`src/rtl/tlb_inv_sequencer.sv`:
```
// rtl/tlb_inv_sequencer.sv - INVTLB sequencer: scans TLB entries and clears E on FlushOp matches
// Optional fast clear-all for ops 0/1 when TLB_INV_FASTCLR_EN is defined.
module tlb_inv_sequencer #(
    parameter int TLBNUM     = 16,
    parameter int TLBNUMSIZE = $clog2(TLBNUM)
) (
    input  logic                  clk,
    input  logic                  rst,
    input  logic                  req_valid,
    output logic                  req_ready,
    input  logic [2:0]            req_op,
    input  logic [9:0]            req_asid,
    input  logic [31:0]           req_va,
    input  logic                  port_stall,
    output logic                  tlb_rd_en,
    output logic [TLBNUMSIZE-1:0] tlb_rd_idx,
    input  logic [36:0]           tlb_rd_ci,
    output logic                  tlb_clr_en,
    output logic [TLBNUMSIZE-1:0] tlb_clr_idx,
    output logic                  done,
    output logic                  op_err
`ifdef TLB_INV_FASTCLR_EN
    ,
    output logic                  tlb_clr_all
`endif
);

    typedef enum logic [1:0] {
        IDLE  = 2'd0,
        SCAN  = 2'd1,
        DRAIN = 2'd2,
        FIN   = 2'd3
    } state_t;

    state_t                state_q, state_d;
    logic [2:0]            op_q, op_d;
    logic [9:0]            asid_q, asid_d;
    logic [18:0]           vppn_q, vppn_d;
    logic [TLBNUMSIZE-1:0] cnt_q, cnt_d;
    logic                  ev_valid_q, ev_valid_d;
    logic [TLBNUMSIZE-1:0] ev_idx_q, ev_idx_d;

    // CompareItem layout: {E, ASID[9:0], G, PS[5:0], VPPN[18:0]}
    logic        ci_e;
    logic [9:0]  ci_asid;
    logic        ci_g;
    logic [5:0]  ci_ps;
    logic [18:0] ci_vppn;
    logic        va_match;
    logic        asid_match;
    logic        op_cond;
    logic        match;

    assign ci_e    = tlb_rd_ci[36];
    assign ci_asid = tlb_rd_ci[35:26];
    assign ci_g    = tlb_rd_ci[25];
    assign ci_ps   = tlb_rd_ci[24:19];
    assign ci_vppn = tlb_rd_ci[18:0];

    always_comb begin
        va_match   = 1'b0;
        asid_match = (ci_asid == asid_q);
        op_cond    = 1'b0;
        // 2MB pages only compare the VPPN bits above the page offset
        if (ci_ps == 6'd21) begin
            va_match = (ci_vppn[18:9] == vppn_q[18:9]);
        end else begin
            va_match = (ci_vppn == vppn_q);
        end
        case (op_q)
            3'd0, 3'd1: op_cond = 1'b1;
            3'd2:       op_cond = ci_g;
            3'd3:       op_cond = !ci_g;
            3'd4:       op_cond = !ci_g && asid_match;
            3'd5:       op_cond = !ci_g && asid_match && va_match;
            3'd6:       op_cond = (ci_g || asid_match) && va_match;
            default:    op_cond = 1'b0;
        endcase
        match       = ev_valid_q && ci_e && op_cond;
        tlb_clr_en  = match;
        tlb_clr_idx = match ? ev_idx_q : '0;
    end

    always_comb begin
        state_d    = state_q;
        op_d       = op_q;
        asid_d     = asid_q;
        vppn_d     = vppn_q;
        cnt_d      = cnt_q;
        ev_valid_d = 1'b0;
        ev_idx_d   = ev_idx_q;
        req_ready  = 1'b0;
        tlb_rd_en  = 1'b0;
        tlb_rd_idx = '0;
        done       = 1'b0;
        op_err     = 1'b0;
`ifdef TLB_INV_FASTCLR_EN
        tlb_clr_all = 1'b0;
`endif
        case (state_q)
            IDLE: begin
                req_ready = 1'b1;
                if (req_valid) begin
                    op_d   = req_op;
                    asid_d = req_asid;
                    vppn_d = req_va[31:13];
                    cnt_d  = '0;
                    if (req_op == 3'd7) begin
                        state_d = FIN;
`ifdef TLB_INV_FASTCLR_EN
                    end else if (req_op <= 3'd1) begin
                        state_d = FIN;
`endif
                    end else begin
                        state_d = SCAN;
                    end
                end
            end
            SCAN: begin
                if (!port_stall) begin
                    tlb_rd_en  = 1'b1;
                    tlb_rd_idx = cnt_q;
                    cnt_d      = cnt_q + 1'b1;
                    ev_valid_d = 1'b1;
                    ev_idx_d   = cnt_q;
                    if (cnt_q == TLBNUMSIZE'(TLBNUM - 1)) begin
                        state_d = DRAIN;
                    end
                end
            end
            DRAIN: begin
                state_d = FIN;
            end
            FIN: begin
                done    = 1'b1;
                op_err  = (op_q == 3'd7);
`ifdef TLB_INV_FASTCLR_EN
                tlb_clr_all = (op_q <= 3'd1);
`endif
                state_d = IDLE;
            end
            default: begin
                state_d = IDLE;
            end
        endcase
    end

    always_ff @(posedge clk) begin
        if (rst) begin
            state_q    <= IDLE;
            op_q       <= 3'd0;
            asid_q     <= 10'd0;
            vppn_q     <= 19'd0;
            cnt_q      <= '0;
            ev_valid_q <= 1'b0;
            ev_idx_q   <= '0;
        end else begin
            state_q    <= state_d;
            op_q       <= op_d;
            asid_q     <= asid_d;
            vppn_q     <= vppn_d;
            cnt_q      <= cnt_d;
            ev_valid_q <= ev_valid_d;
            ev_idx_q   <= ev_idx_d;
        end
    end

endmodule

```
`config.mk`:
```
export PLATFORM = sky130hd
export DESIGN_NAME = tlb_inv_sequencer
export DESIGN_NICKNAME = d
export VERILOG_FILES = /design/src/rtl/tlb_inv_sequencer.sv
export SDC_FILE = /design/constraint.sdc
export NUM_CORES = 1
export LEC_CHECK = 0
export CAP_MARGIN = 20
export CORE_MARGIN = 5
export CORE_UTILIZATION = 41
export DETAILED_ROUTE_END_ITERATION = 16
export PLACE_DENSITY = 0.9
export SYNTH_ARGS = -nofsm -noshare
export SYNTH_HDL_FRONTEND = slang
export SYNTH_SLANG_ARGS = --single-unit
```
`constraint.sdc`:
```
create_clock -name clk -period 2.35 [get_ports clk]
set_input_delay 0.3525 -clock clk [delete_from_list [all_inputs] [get_ports clk]]
set_output_delay 0.3525 -clock clk [all_outputs]
set_load 0.01 [all_outputs]
```
==> flow_metrics.env <==
export IMPL_status="finished with violations"
export IMPL_violations="setup timing"
export IMPL_multi_input_area_sq_um=1221
export IMPL_synth_common_cells="nand2_1, dfxtp_1, a21oi_1"
export IMPL_clk_pin_slew_ns=0.08
export IMPL_antenna_found_initial=0
export IMPL_required_ns=2.00
export IMPL_async_flop_share=0
export IMPL_critical_path_class="input pin to output port"
export IMPL_power_internal_mw=1.588
export IMPL_drc=0
export IMPL_initialDrtViolationCount=94
export IMPL_switching_power_mw=0.7953
export IMPL_clockBufferDepth=2
export IMPL_cts_made_buffers=5
export IMPL_synth_cells=261
export IMPL_overflow=0
export IMPL_ys_warn_count=0
export IMPL_grt_max_degree=34
export IMPL_area_growth_pct=54.87
export IMPL_core_sq_um=5010
export IMPL_start_util=0.4156
export IMPL_synth_distinct_cells=33
export IMPL_syn_area_sq_um=2082
export IMPL_power_leakage_nw=1.246
export IMPL_seqPwrFrac=0.394
export IMPL_vias=2083
export IMPL_hold_depth=2
export IMPL_peakVddDrop_v=0.0005172
export IMPL_reg2reg_depth=8
export IMPL_ys_flop_type="dfxtp_1"
export IMPL_synth_area_leaders="dfxtp_1, nand2_1, a21oi_1"
export IMPL_yosysTopAreaCellShare=0.4135
export IMPL_die_area_sq_um=6603
export IMPL_nNetsFinal=445
export IMPL_worstHoldPathType="register to register"
export IMPL_ys_ff_latch=43
export IMPL_io_pins=99
export IMPL_timing_hold_ws_ns=0.4599
export IMPL_maxCapViolations=0
export IMPL_rsz0062_at_grt="true"
export IMPL_ant_nets=0
export IMPL_grt_pass1_wl_mm=8.838
export IMPL_yosysTopAreaCell="dfxtp_1"
export IMPL_crit_arrival_ns=2.19
export IMPL_filler_cell_count=472
export IMPL_clkSinkCount=43
export IMPL_yosysSeqAreaShare=0.4135
export IMPL_crit_fanout=3
export IMPL_wirelength_mm=5.765
export IMPL_gp_congestion=0.8224
export IMPL_h_tree_depth=2
export IMPL_fmax_mhz=392.7
export IMPL_final_util=0.6436
export IMPL_cts_root_buf="clkbuf_8"
export IMPL_swShare=0.3338
export IMPL_diodes=0
export IMPL_clk_latency_ns=0.29
export IMPL_fp_dieH_um=81.26
export IMPL_finalCriticalPeriod_ns=2.546
export IMPL_seqCellArea_sq_um=862.1
export IMPL_timing_final_ws_setup_ns=-0.1964
export IMPL_setup_viol=4
export IMPL_slew_violations=0
export IMPL_power_frac_comb=0.375
export IMPL_start_kind="input pin"
export IMPL_dr_pass1_iters=4
export IMPL_drive_gt1_frac=0.1130
export IMPL_cts_tree="done"
export IMPL_syn_avg_cell_area_sq_um=7.977
export IMPL_power_frac_clock=0.231
export IMPL_grt_pass1_vias=1921
export IMPL_rows=26
export IMPL_power_density_nw_per_um2=739.0
export IMPL_via_per_inst=4.913
export IMPL_wl_per_cell_um=13.60
export IMPL_setup_tns_ns=-0.7312
export IMPL_clock_skew_ns=0.006851
export IMPL_hold_violations=0
export IMPL_crit_path_end_kind="output port"
export IMPL_dieWidth_um=81.26
export IMPL_grt_usage=0.1739
export IMPL_ctsHoldBuffers=0
export IMPL_hpwlAfterDp_mm=4.237
export IMPL_portBuffers=85
export IMPL_timing_slew_headroom=0.7538
export IMPL_synth_most_common_cell="nand2_1"
export IMPL_timing_final_crit_share=1.084
export IMPL_synth_edff_count=0
export IMPL_tightest_slew_ns=0.3681
export IMPL_syn_num_nets=352
power by group through the flow:
stage	combinational (mW)	sequential, mW	clock (mW)
after global routing	0.991	0.955	0.597
final	0.893	0.939	0.550
after global placement	0.856	0.945	0
after detailed placement	0.875	0.954	0
after CTS	0.897	0.937	0.562
after floorplan	0.559	0.938	0
worst max-delay path: stages:
cell and delay [ns]:
dlygate4sd2_1 0.26, xor2_2 0.18, or4_4 0.58, nor4b_4 0.25, o211ai_2 0.14, buf_6 0.15
a21boi_2 0.14, buf_2 0.14
state kept, by name (all words and copies together), names as in the netlist:
register	cells
asid_q	10
ev_valid_q	1
state_q	2
vppn_q	19
op_q	3
cnt_q	4
ev_idx_q	4
per-stage QoR:
stage / setup slack (ns) / cells / cell area [sq um] / power, mW
floorplan: 0.3381 / 261 / 2082 / 1.497
global placement: -0.6368 / 414 / 3050 / 1.801
detailed placement: -0.7658 / 414 / 3050 / 1.828
CTS: -0.2081 / 424 / 3207 / 2.395
global route: -0.2811 / 424 / 3224 / 2.543
finish: -0.1964 / 424 / 3224 / 2.383
per-layer routing:
metal  share of wire  up-vias  GRT usage
li1                -     1045          -
met1            0.41      969     0.2124
met2            0.51       59     0.2964
met3           0.062       10    0.04989
met4           0.013        0    0.04730
met5               0        -          0
path summary, 6_finish.rpt:
path / to / slack (ns) / start
hold / removal: ev_idx_q[1] / 0.46 / ev_idx_q[1]
hold reg to reg: ev_idx_q[1] / 0.46 / ev_idx_q[1]
setup reg to reg: cnt_q[0] / 0.60 / state_q[1]
setup / recovery: tlb_clr_idx[2] / -0.20 / tlb_rd_ci[34]
placed cells by master, fill, tap and decap left out, types with 2 or more instances in the layout:
cell             count
dlygate4sd2_1        7
a21oi_1             40
inv_1                6
dfxtp_1             42
nand3_1              3
buf_2                4
clkdlybuf4s50_1     73
nor4_2               2
nand4_1              6
nand2_1             77
clkbuf_8             5
a21boi_2             3
buf_4               12
nand2b_1             4
xor2_1              11
xnor2_1             21
buf_6                2
ha_1                 4
nor2_1               7
what timing repair did:
item | 4_1_cts | 5_1_grt
gates resized for setup | 38 | 4
endpoints found under the setup margin | 5 | 9
buffers inserted | 3 | 0
pin swaps | 14 | 0
logic make-up (layout without fill, tap and decap cells):
kind of cell	count (synthesis)	in the layout	share of synthesized area
AOI/OAI and AO/OA	50	50	0.1358
and+or+nand+nor	110	110	0.2422
adders and majority gates	5	5	0.03005
muxes	1	1	0.005408
buffers and inverters	19	112	0.03425
DFF	43	43	0.4135
xor gates and xnor gates	33	33	0.1388
area by class of cell:
type                    instances  area share
clock buffers                   6     0.02251
clock inverters                 1    0.009313
inverters                       7    0.008149
multi-input cells             199      0.3787
flip-flops and latches         43      0.2674
well taps                      70     0.02716
repair buffers                 98      0.2868
(Power assumes the default switching activity.)
